**config.mk**
```make
export PLATFORM = sky130hd
export DESIGN_NAME = config_axi_writer
export DESIGN_NICKNAME = d
export VERILOG_FILES = /design/src/rtl/config_axi_writer.sv
export SDC_FILE = /design/constraint.sdc
export NUM_CORES = 1
export LEC_CHECK = 0
export CAP_MARGIN = 15
export CORE_UTILIZATION = 44
export DETAILED_ROUTE_END_ITERATION = 10
export SYNTH_ARGS = -nofsm -noshare
export SYNTH_HDL_FRONTEND = slang
export SYNTH_SLANG_ARGS = --single-unit
```
**constraint.sdc**
```tcl
create_clock -name clk -period 5.6 [get_ports clk]
set_clock_uncertainty 0.2 [all_clocks]
set_input_delay 1.12 -clock clk [delete_from_list [all_inputs] [get_ports clk]]
set_output_delay 1.12 -clock clk [all_outputs]
set_load 0.01 [all_outputs]
```
**src/rtl/config_axi_writer.sv**
```systemverilog
// Host-side AXI-lite write initiator: queues whole-layer descriptors and streams each as four
// single-beat writes into config_manager's shadow port, then waits for the epoch flip.
package flexpipe_pkg;
   localparam int unsigned ADDR_WIDTH  = 32;
   localparam int unsigned EPOCH_WIDTH = 2;
endpackage

module config_axi_writer #(
   parameter int unsigned                          FIFO_DEPTH = 4,
   parameter logic [flexpipe_pkg::ADDR_WIDTH-1:0]  BASE_ADDR  = '0
) (
   input  logic                                  clk,
   input  logic                                  rst_n,
   input  logic                                  desc_valid,
   output logic                                  desc_ready,
   input  logic [31:0]                           desc_compute_cycles,
   input  logic [31:0]                           desc_config_bits,
   input  logic [31:0]                           desc_pointer_walks,
   input  logic [31:0]                           desc_data_size,
   output logic [flexpipe_pkg::ADDR_WIDTH-1:0]   m_axi_awaddr,
   output logic                                  m_axi_awvalid,
   input  logic                                  m_axi_awready,
   output logic [31:0]                           m_axi_wdata,
   output logic [3:0]                            m_axi_wstrb,
   output logic                                  m_axi_wvalid,
   input  logic                                  m_axi_wready,
   input  logic [1:0]                            m_axi_bresp,
   input  logic                                  m_axi_bvalid,
   output logic                                  m_axi_bready,
   input  logic [flexpipe_pkg::EPOCH_WIDTH-1:0]  current_epoch,
   output logic                                  busy,
   output logic [$clog2(FIFO_DEPTH):0]           fifo_count,
   output logic [15:0]                           layers_sent,
   output logic [7:0]                            resp_err_count
);

   localparam int unsigned ADDR_W  = flexpipe_pkg::ADDR_WIDTH;
   localparam int unsigned EPOCH_W = flexpipe_pkg::EPOCH_WIDTH;
   localparam int unsigned PTR_W   = $clog2(FIFO_DEPTH);
   localparam int unsigned CNT_W   = PTR_W + 1;

   typedef enum logic [2:0] {
      S_IDLE,
      S_AW,
      S_W,
      S_B,
      S_WAIT_FLIP
   } state_e;

   logic [127:0]       mem_q [FIFO_DEPTH];
   logic [PTR_W-1:0]   wptr_q;
   logic [PTR_W-1:0]   rptr_q;
   logic [CNT_W-1:0]   count_q;
   logic               push;
   logic               pop;

   state_e             state_q,    state_d;
   logic [1:0]         widx_q,     widx_d;
   logic [127:0]       hold_q,     hold_d;
   logic [ADDR_W-1:0]  awaddr_q,   awaddr_d;
   logic [31:0]        wdata_q,    wdata_d;
   logic [EPOCH_W-1:0] ep_snap_q,  ep_snap_d;
   logic [15:0]        layers_q,   layers_d;
   logic [7:0]         err_q,      err_d;

   // Descriptor FIFO; a full FIFO keeps ready low even if IDLE pops in the same cycle.
   assign desc_ready = (count_q < CNT_W'(FIFO_DEPTH));
   assign push       = desc_valid && desc_ready;
   assign pop        = (state_q == S_IDLE) && (count_q != '0);

   always_ff @(posedge clk) begin
      if (push) begin
         mem_q[wptr_q] <= {desc_data_size, desc_pointer_walks, desc_config_bits, desc_compute_cycles};
      end
   end

   always_ff @(posedge clk or negedge rst_n) begin
      if (!rst_n) begin
         wptr_q  <= '0;
         rptr_q  <= '0;
         count_q <= '0;
      end else begin
         if (push) wptr_q <= wptr_q + 1'b1;
         if (pop)  rptr_q <= rptr_q + 1'b1;
         case ({push, pop})
            2'b10:   count_q <= count_q + 1'b1;
            2'b01:   count_q <= count_q - 1'b1;
            default: count_q <= count_q;
         endcase
      end
   end

   always_ff @(posedge clk or negedge rst_n) begin
      if (!rst_n) begin
         state_q   <= S_IDLE;
         widx_q    <= '0;
         hold_q    <= '0;
         awaddr_q  <= BASE_ADDR;
         wdata_q   <= '0;
         ep_snap_q <= '0;
         layers_q  <= '0;
         err_q     <= '0;
      end else begin
         state_q   <= state_d;
         widx_q    <= widx_d;
         hold_q    <= hold_d;
         awaddr_q  <= awaddr_d;
         wdata_q   <= wdata_d;
         ep_snap_q <= ep_snap_d;
         layers_q  <= layers_d;
         err_q     <= err_d;
      end
   end

   // Address and data are loaded on entry to AW/W so the payloads are registered and stable.
   always_comb begin
      state_d   = state_q;
      widx_d    = widx_q;
      hold_d    = hold_q;
      awaddr_d  = awaddr_q;
      wdata_d   = wdata_q;
      ep_snap_d = ep_snap_q;
      layers_d  = layers_q;
      err_d     = err_q;

      case (state_q)
         S_IDLE: begin
            if (count_q != '0) begin
               hold_d   = mem_q[rptr_q];
               widx_d   = '0;
               awaddr_d = BASE_ADDR;
               state_d  = S_AW;
            end
         end
         S_AW: begin
            if (m_axi_awready) begin
               wdata_d = hold_q[{widx_q, 5'b00000} +: 32];
               state_d = S_W;
            end
         end
         S_W: begin
            if (m_axi_wready) begin
               state_d = S_B;
            end
         end
         S_B: begin
            if (m_axi_bvalid) begin
               if ((m_axi_bresp != 2'b00) && (err_q != 8'hFF)) begin
                  err_d = err_q + 8'd1;
               end
               if (widx_q != 2'd3) begin
                  widx_d   = widx_q + 2'd1;
                  awaddr_d = BASE_ADDR + ADDR_W'({widx_q + 2'd1, 2'b00});
                  state_d  = S_AW;
               end else begin
                  ep_snap_d = current_epoch;
                  state_d   = S_WAIT_FLIP;
               end
            end
         end
         S_WAIT_FLIP: begin
            if (current_epoch != ep_snap_q) begin
               layers_d = layers_q + 16'd1;
               state_d  = S_IDLE;
            end
         end
         default: state_d = S_IDLE;
      endcase
   end

   assign m_axi_awaddr   = awaddr_q;
   assign m_axi_awvalid  = (state_q == S_AW);
   assign m_axi_wdata    = wdata_q;
   assign m_axi_wstrb    = 4'hF;
   assign m_axi_wvalid   = (state_q == S_W);
   assign m_axi_bready   = (state_q == S_B);
   assign busy           = (state_q != S_IDLE) || (count_q != '0);
   assign fifo_count     = count_q;
   assign layers_sent    = layers_q;
   assign resp_err_count = err_q;

endmodule

```
## Word level (Yosys, flattened, before mapping)

Memory sizes are Yosys's and may differ from the RTL's. A register that Yosys moved wholly into a read port is not among the register bits.
Index checks and enable logic that the tools add are counted.

- $add $sub $neg: 7
- Bitwise logic cells: 1
- Eq/ne operators: 15
- Muxes and demuxes: 18
- Magnitude comparators: 1
- Shifts and indexed selects: 1
- Reduce and logical (&&, ||, !) cells: 18

Operators with widths:

| cell | count |
|---|---|
| indexed part select 128 x 8 -> 32 bit | 1 |
| two-way mux 32 bit | 3 |
| one-hot mux 32 bit (2 select lines) | 1 |
| two-way mux 3 bit | 6 |
| adder 16 x 1 -> 16 bit, second input constant | 1 |
| one-hot mux 3 bit (5 select lines) | 1 |
| adder 8 x 1 -> 8 bit, second input constant | 1 |
| inequality test 2 x 1 -> 1 bit, second input constant | 4 |
| inequality test 8 bit, second input constant | 1 |
| adder 2 x 1 -> 2 bit, second input constant | 3 |
| equality test 3 x 2 -> 1 bit, second input constant | 2 |
| two-way mux 2 bit | 3 |
| inequality test 2 bit, second input constant | 3 |
| one-hot mux 3 bit (2 select lines) | 1 |
| AND reduction 2 bit | 3 |
| AND reduction 3 bit | 2 |
| nonzero test 2 bit | 3 |
| nonzero test 3 bit | 2 |
| AND reduction 5 bit | 1 |
| one-hot mux 2 bit (2 select lines) | 1 |
| AND reduction 4 bit | 1 |
| adder 3 x 1 -> 3 bit, second input constant | 1 |
| equality test 3 x 1 -> 1 bit, second input constant | 1 |
| equality test 3 bit, second input constant | 1 |
| other kinds (11) | 14 |

- Output and inout port bits: 100
- Register bits: 102
- Memories kept: 1
- Logic and storage cells: 72
- Memory bits (writable): 512
- Input bits: 138

Memories:

| memory | depth | width | read ports | clocked after Yosys merged registers in | write ports | line | source |
|---|---|---|---|---|---|---|---|
| mem_q | 4 | 128 | 1 | 1 | 1 | 50 | `logic [127:0] mem_q [FIFO_DEPTH];` |

## Longest topological paths before layout

Gate-level depths: netlist (run 1).

- Depth after elaboration: 4
- Mapped depth: 12
- Gate-level depth less buffers: 8

## Worst setup path before layout (run 1)

Ideal clock, no wire load.

- Path type: input port to flip-flop
- From: in desc_valid
- To: mem mem_q[0][0], enable pin
- Setup time: 502 ps
- Required time: 4898 ps
- Path buffers: 1
- Arrival time: 4433 ps
- Path slack: 465 ps
- Cell stages on the path: 3
- Cell sequence: nor2b_1 -> clkbuf_1 -> and2_1

- Longest elaborated chain between the ends: 3

RTL lines:

| what | line | source |
|---|---|---|
| from (decl) | 14 | `input logic desc_valid,` |
| logical AND 1 bit | 68 | `assign push = desc_valid && desc_ready;` |
| two-way mux 1 bit | 72 | `if (push) begin` |
| two-way mux 1 bit (implied by the code) | 73 | `mem_q[wptr_q] <= {desc_data_size, desc_pointer_walks, desc_config_bits, desc_compute_cycles};` |
| to (decl) | 50 |  |

No other way between the ends.

## Worst setup path after layout (run 1)

- From: reg awaddr_q[2], in the netlist m_axi_awaddr[2]
- To: out m_axi_awaddr[2] (netlist bit)

RTL lines:

| what | line | source |
|---|---|---|
| from (decl) | 60 | `logic [ADDR_W-1:0] awaddr_q, awaddr_d;` |
| from (signal assigned) | 107 | `awaddr_q <= awaddr_d;` |
| to (decl) | 20 | `output logic [flexpipe_pkg::ADDR_WIDTH-1:0] m_axi_awaddr,` |

No word-level cell between the ends.

==> impl_summary.log, run 1 <==
INFO  metric result_of_the_run = finished clean
INFO  metric num_vias = about 13000
INFO  metric drt.antenna.violating_nets = 0
INFO  metric clock_tree_from_tritoncts = done
INFO  metric cts.sinks = 710
INFO  metric rsz0062_at_grt = false
INFO  metric power_switching = ~4.6 mW
INFO  metric clkSlewWorstSetupHoldPaths = about 60 ps
INFO  metric htree_num_levels = 3
INFO  metric final_util = ~54%
INFO  metric antenna_violations_before_repair = 4
INFO  metric synth.area.mux_share = 20.12%
INFO  metric grt_pass1_vias = ~13000
INFO  metric cp_slowest_stage_delay = about 1100 ps
INFO  metric dr.pass1.iters = 4
INFO  metric synthSimpleGateAreaFrac = under 10%
INFO  metric globalRouteOverflowTotal = 0
INFO  metric synth_sequential_area_ratio = 74.61%
INFO  metric fp.dieW = roughly 250 µm
INFO  metric totalNegativeSetupSlack = 0 ps
INFO  metric internal_power = 12.20 mW
INFO  metric synth_top_family_by_area = multiplexers
INFO  metric p_sw_share = 27.21%
INFO  metric layout-drive-gt1-share = roughly a quarter
INFO  metric design.die.area = roughly 63000 µm²
INFO  metric p_seq_share = a little under half
INFO  metric final_hold_viol_count = 0
INFO  metric crit_type = reg2out
INFO  metric worstSkewPairLatency = ~610 ps
INFO  metric syn_inst = 1256
INFO  metric area_growth_syn_to_layout = 19.48%
INFO  metric drv.max_cap_violation_count = 0
INFO  metric die_height = between 200 and 300 µm
INFO  metric cts-resized-gates = 0
INFO  metric slew_limit_headroom = between 20 and 30%
INFO  metric hold_buffers = 0
INFO  metric setup_viol_count_final = 0
INFO  metric grt_start_max_net_pins = between 100 and 150
INFO  metric min_tclk_post_route = about 3700 ps
INFO  metric drt-vias-per-instance = between 5 and 6
INFO  metric floorplan.io_pins = 238
INFO  metric port_buffers = between 200 and 250
INFO  metric pwr-share-comb = between 20 and 30%
INFO  metric power_density = between 500 and 600 nW/µm²
INFO  metric critical_path.startpoint_type = register
INFO  metric worst_tran_pin_value = ~1100 ps
INFO  metric finalWirelength = 54300 µm
INFO  metric post-route-drc-count = 0
INFO  metric yosysUniqueCellTypes = 42
INFO  metric place_congestion = roughly 0.75
INFO  metric critical_path_peak_fanout = 37
INFO  metric cp_top_family = flip-flops
INFO  metric drt_iter0_drc = 687
INFO  metric ys_async_sr_fraction = roughly 28%
INFO  metric floorplan.initialDensity = 44.81%
INFO  metric placeableCoreArea = about 60000 µm²
INFO  metric yosys_register_bits = just over 700
INFO  metric commonest_non_fill_non_tap_cells_in_the_layout = sky130_fd_sc_hd__edfxtp_1 (512), sky130_fd_sc_hd__clkdlybuf4s50_1 (202), sky130_fd_sc_hd__dfrtp_1 (194)
INFO  metric path_cells = clkdlybuf4s50_1
INFO  metric holdCritPathClass = reg2reg
INFO  metric inserted_clock_buffers = 75
INFO  metric detailedPlacementHpwl = 30680 µm
INFO  metric timing.fmax = between 200 and 300 MHz
INFO  metric slew_viol_final = 0
INFO  metric num_rows = 90
INFO  metric wire_length_per_cell = 23.23 µm
INFO  metric synth.cell_area = around 27000 µm²
INFO  metric grtUsageTotal = approximately 18%
INFO  metric synth_fa_ha_area_share = less than 1%
INFO  metric critPathArrivalTime = 2370 ps
INFO  metric critical_path.slowest_cell = sky130_fd_sc_hd__dfrtp_4
INFO  metric cts_root_buf = sky130_fd_sc_hd__clkbuf_16
INFO  metric postSynthAreaPerCell = 21.69 µm²
INFO  metric vdd_drop_max = ~380 µV
INFO  metric layout.cells.most_common = sky130_fd_sc_hd__edfxtp_1
INFO  metric synth_xor_area_share = 0.9643%
INFO  metric cp-end-kind = output pin
INFO  metric power.clock.fraction = approximately 29%
INFO  metric worst_ep_required_time = 4280 ps
INFO  metric post_cts_buffers = 0
INFO  metric clock_tree.buffer_depth = 3
INFO  metric wire_length_of_the_first_global_routing_pass = ~84000 µm
INFO  metric final_net_count = 1638
INFO  metric finalCritPeriodShare = 65.94%
INFO  metric static_leak = ~11 nW
INFO  metric r2r_slack = about 2800 ps
INFO  metric synth_edf_count = approximately 500
INFO  metric synth_flop_cell = sky130_fd_sc_hd__edfxtp_1
INFO  metric synth_warnings = 0
INFO  metric synth_compound_area_share = less than 1%
INFO  metric cp.buffers_inverters = 1
==> worst paths after layout <==
| check | start | endpoint | depth (start not counted) |
|---|---|---|---|
| max | m_axi_awaddr[2]$_DFFE_PN0P_ | m_axi_awaddr[2] | 1 |
| min | hold_q[71]$_DFFE_PN0P_ | hold_q[71]$_DFFE_PN0P_ | 1 |
| max reg2reg | rptr_q[0]$_DFFE_PN0P_ | hold_q[75]$_DFFE_PN0P_ | 3 |
| min reg2reg | hold_q[71]$_DFFE_PN0P_ | hold_q[71]$_DFFE_PN0P_ | 1 |
| max in group asynchronous | rst_n | rptr_q[1]$_DFFE_PN0P_ | 2 |
| min in group asynchronous | rst_n | hold_q[119]$_DFFE_PN0P_ | 1 |
==> flip-flops by register name (all words and copies together), names as in the netlist <==
signal and flops:
ep_snap_q 2, fifo_count 3, hold_q 128, layers_sent 16, m_axi_awaddr 2, m_axi_wdata 32
mem_q 512, resp_err_count 8, rptr_q 2, state_q 3, wptr_q 2
==> cell type report <==
| cell class | instances | area [µm²] |
|---|---|---|
| flip-flops and latches | 710 | 20340 |
| diodes | 2 | 5.005 |
| well taps | 782 | 978.4 |
| repair buffers | 220 | 2277 |
| clock inverters | 27 | 216.5 |
| inverters | 9 | 33.78 |
| multi-input cells | 475 | 6490 |
| fillers | 4714 | 28250 |
| clock buffers | 113 | 2213 |
==> routing by layer <==
layer / global-route usage [%] / share of wire [%]
met1: 24.12 / 44
met2: 29.56 / 50
met3: 3.551 / 4.5
met4: 5.122 / 1.5
met5: 0 / 0.042
==> worst register-to-register path: stages (launching register included) <==
cell and delay [ps]:
sky130_fd_sc_hd__dfrtp_4 1110, sky130_fd_sc_hd__buf_12 460, sky130_fd_sc_hd__mux4_2 570, sky130_fd_sc_hd__mux2_1 320
==> Yosys cell counts (3+ instances only) <==
master / count / share of area [%]
sky130_fd_sc_hd__nor2b_1: 6 / 0.14
sky130_fd_sc_hd__nor3b_1: 3 / 0.083
sky130_fd_sc_hd__dfrtp_1: 198 / 18
sky130_fd_sc_hd__mux2_1: 82 / 3.4
sky130_fd_sc_hd__clkbuf_1: 26 / 0.36
sky130_fd_sc_hd__mux4_2: 160 / 13
sky130_fd_sc_hd__nor3_1: 3 / 0.055
sky130_fd_sc_hd__buf_4: 38 / 1.0
sky130_fd_sc_hd__mux2_2: 83 / 3.4
sky130_fd_sc_hd__ha_1: 8 / 0.37
sky130_fd_sc_hd__nand2_1: 11 / 0.15
sky130_fd_sc_hd__inv_1: 8 / 0.11
sky130_fd_sc_hd__buf_2: 30 / 0.55
sky130_fd_sc_hd__and3_1: 3 / 0.069
sky130_fd_sc_hd__nor2_1: 3 / 0.041
sky130_fd_sc_hd__and2_1: 7 / 0.16
sky130_fd_sc_hd__and4_1: 4 / 0.13
sky130_fd_sc_hd__nand4_1: 7 / 0.16
sky130_fd_sc_hd__xnor2_1: 25 / 0.80
sky130_fd_sc_hd__xor2_1: 5 / 0.16
sky130_fd_sc_hd__nand3_1: 8 / 0.15
sky130_fd_sc_hd__edfxtp_1: 512 / 56
==> power by group through the flow <==
stage	clock network, mW	registers [mW]	logic (mW)
finish	4.82	7.65	4.29
detailed placement	0	7.79	4.39
global placement	0	7.74	4.33
global route	5.17	7.82	4.64
CTS	4.97	7.69	4.40
floorplan	0	7.44	3.24
==> cell families (layout without fill, tap and decap cells) <==
logic type	after synthesis	in the layout
adders and majority gates	9	9
other	2	36
and+or+nand+nor	60	60
DFF	710	710
buffers and inverters	103	369
xor gates and xnor gates	30	30
muxes	327	327
AOI/OAI and AO/OA	15	15
==> metrics by stage <==
stage	std cells	total power, mW	worst slack [ps]	hold slack (ps)	instance area (µm²)
3_3_place_gp	2196	12.07	1698	261.1	30120
2_1_floorplan	1288	10.68	464.6	252.4	27370
5_1_grt	2336	17.64	1712	298.7	32550
3_5_place_dp	2196	12.18	1659	270.7	30120
6_report	2338	16.76	1907	280.4	32560
4_1_cts	2336	17.07	1748	283.4	32550
(Power assumes the default switching activity.)
==> inputs of run 2 (changes only) <==
- clock period: 5.6 -> 3.7 ns (I/O delays scaled with it)
==> run 2 against run 1 <==
Compared with the run above: routed wire length increased by 1.3%; sequential share of layout area is 0.58 points lower; combinational power rose by 59%; critical path depth rose by 2; power increased by 53%; sequential power up 50%; via count is 0.39% higher; critical endpoint is now busy; largest cell class unchanged; largest power group unchanged.
==> impl_summary.log, run 2 (same netlist as run 1, synthesis figures left out) <==
INFO  metric result_of_the_run = finished clean
INFO  metric final_hold_viol_count = 0 (unchanged)
INFO  metric crit_type = reg2out
INFO  metric layout-drive-gt1-share = 25.81% (+1.0 points)
INFO  metric power_density = 782.3 nW/µm² (+52%)
INFO  metric area.sequential = 20340 µm² (unchanged)
INFO  metric design.die.area = 62930 µm² (unchanged)
INFO  metric fp.dieW = 250.9 µm (unchanged)
INFO  metric commonest_non_fill_non_tap_cells_in_the_layout = sky130_fd_sc_hd__edfxtp_1 (512), sky130_fd_sc_hd__clkdlybuf4s50_1 (202), sky130_fd_sc_hd__dfrtp_1 (194)
INFO  metric rsz0062_at_grt = false
INFO  metric post-route-drc-count = 0 (unchanged)
INFO  metric finalInstanceArea = 32860 µm² (+0.94%)
INFO  metric clock_tree_from_tritoncts = done
INFO  metric clkSlewWorstSetupHoldPaths = 60 ps (about the same)
INFO  metric grt_start_max_net_pins = 132 (unchanged)
INFO  metric setup_viol_count_final = 0 (unchanged)
INFO  metric wire_length_of_the_first_global_routing_pass = 84360 µm (+0.98%)
INFO  metric drt_iter0_drc = 751 (+9.3%)
INFO  metric timing.fmax = roughly 320 MHz
INFO  metric drt-vias-per-instance = 5.344 (-0.21%)
INFO  metric final_util = 54.04% (+0.50 points)
INFO  metric worst_ep_required_time = 2760 ps (-1520 ps)
INFO  metric cts_root_buf = sky130_fd_sc_hd__clkbuf_16
INFO  metric place_area = 30380 µm² (+0.86%)
INFO  metric critical_path.startpoint_type = register
INFO  metric post_cts_buffers = 0 (unchanged)
INFO  metric num_rows = 90 (unchanged)
INFO  metric worst_tran_pin_value = 908.1 ps (-145.3 ps)
INFO  metric multi_input_comb_area = 6490 µm² (unchanged)
INFO  metric totalNegativeSetupSlack = 0 ps (unchanged)
INFO  metric htree_num_levels = 3 (unchanged)
INFO  metric grt_pass1_vias = 13520 (+0.48%)
INFO  metric critical_path_peak_fanout = 4 (-89%)
INFO  metric min_tclk_post_route = approximately 3200 ps
INFO  metric cts.sinks = 710 (unchanged)
INFO  metric largest_register_ff_count = 512 (unchanged)
INFO  metric floorplan.io_pins = 238 (unchanged)
INFO  metric area_growth_syn_to_layout = 20.61%
INFO  metric final_cell_count_no_fill = 2352 (+0.60%)
INFO  metric slew_limit_headroom = 39.46% (+9.7 points)
INFO  metric die_height = 250.9 µm (unchanged)
INFO  metric filler_cell_count = 4662 (-1.1%)
INFO  metric num_vias = 12570 (+0.39%)
INFO  metric cts-resized-gates = 0 (unchanged)
INFO  metric cp-end-kind = output pin
INFO  metric wire_length_per_cell = 23.38 µm (+0.68%)
INFO  metric grtUsageTotal = 18.06% (+0.21 points)
INFO  metric dpl.cell_count = 2212 (+0.73%)
INFO  metric port_buffers = 203 (unchanged)
INFO  metric hold-worst-slack = 274.8 ps (-5.625 ps)
INFO  metric finalWirelength = 55000 µm (+1.3%)
INFO  metric antenna_violations_before_repair = 5 (+1)
INFO  metric floorplan.initialDensity = 44.81% (unchanged)
INFO  metric layout.cells.most_common = sky130_fd_sc_hd__edfxtp_1
INFO  metric globalRouteOverflowTotal = 0 (unchanged)
INFO  metric clock_tree.buffer_depth = 3 (unchanged)
INFO  metric slew_viol_final = 0 (unchanged)
INFO  metric critPathArrivalTime = 2230 ps (-140 ps)
INFO  metric place_congestion = 0.7349 (-2.2%)
INFO  metric drv.max_cap_violation_count = 0 (unchanged)
INFO  metric static_leak = 11.36 nW (+1.3%)
INFO  metric largest-register = mem_q
INFO  metric detailedPlacementHpwl = 32190 µm (+4.9%)
INFO  metric holdCritPathClass = reg2reg
INFO  metric worstSkewPairLatency = 600 ps (about the same)
INFO  metric drt.antenna.violating_nets = 0 (unchanged)
INFO  metric final_net_count = 1654 (+0.98%)
INFO  metric inserted_clock_buffers = 74 (-1.3%)
INFO  metric finalCritPeriodShare = a little under nine tenths
INFO  metric dr.pass1.iters = 5 (+1)
INFO  metric placeableCoreArea = 60810 µm² (unchanged)
INFO  metric vdd_drop_max = 402.0 µV (+6.1%)
-- run 2: worst paths after layout --
path                            cells past startpoint                        start                     endpoint  slack, ps
worst max-delay path                                3    fifo_count[0]$_DFFE_PN0P_                         busy        530
worst min-delay path                                1  layers_sent[15]$_DFFE_PN0P_  layers_sent[15]$_DFFE_PN0P_        270
worst max register to register                      4       state_q[0]$_DFFE_PN0P_  m_axi_wdata[14]$_DFFE_PN0P_       1250
worst min register to register                      1  layers_sent[15]$_DFFE_PN0P_  layers_sent[15]$_DFFE_PN0P_        270
max in group asynchronous                           3                        rst_n       hold_q[89]$_DFFE_PN0P_       1820
min in group asynchronous                           2                        rst_n       hold_q[24]$_DFFE_PN0P_        530
-- run 2: final cells by class --
class	count	share of cell area, %
Sequential cell	710	61.90
Multi-Input combinational cell	475	19.75
Timing Repair Buffer	237	7.744
Clock buffer	112	6.693
Tap cell	782	2.977
Clock inverter	26	0.8262
Inverter	9	0.1028
Antenna cell	1	0.007615
-- run 2: worst max-delay path, cell delays in order, from the launching register on --
cell	delay [ps]
sky130_fd_sc_hd__dfrtp_1	420
sky130_fd_sc_hd__nor3_1	490
sky130_fd_sc_hd__nand2_1	190
sky130_fd_sc_hd__clkdlybuf4s50_1	530
-- run 2: what timing repair did --
action                                  4_1_cts  5_1_grt
hold endpoints to repair                     80        0
endpoints found under the setup margin        0        0
hold buffers                                  1        0
-- run 2: where the power goes --
group | switching, mW | internal, mW
logic | 2.95 | 3.85
clock network | 3.01 | 4.42
registers | 1.03 | 10.5
total | 6.98 | 18.7
-- run 2: layer usage --
| metal | vias to the layer above | global-route usage (%) | wire length [µm] |
|---|---|---|---|
| met3 | 68 | 3.334 | 2546 |
| met5 | - | 0 | 42 |
| met2 | 255 | 29.56 | 27110 |
| met4 | 6 | 5.052 | 874 |
| met1 | 6739 | 24.95 | 24420 |
| li1 | 5501 | - | - |
-- run 2: through the flow --
stage | setup slack (ps) | total power, mW
3_5_place_dp | 859.0 | 18.64
2_1_floorplan | 366.3 | 16.10
6_report | 530.5 | 25.71
4_1_cts | 444.8 | 26.14
3_3_place_gp | 853.8 | 18.46
5_1_grt | 377.9 | 27.00
==> inputs of run 3 (changes only) <==
- ABC_CLOCK_PERIOD_IN_PS: default -> 3700
==> results of run 3 <==
Final layout, timing and power as in run 2 (identical DEF).
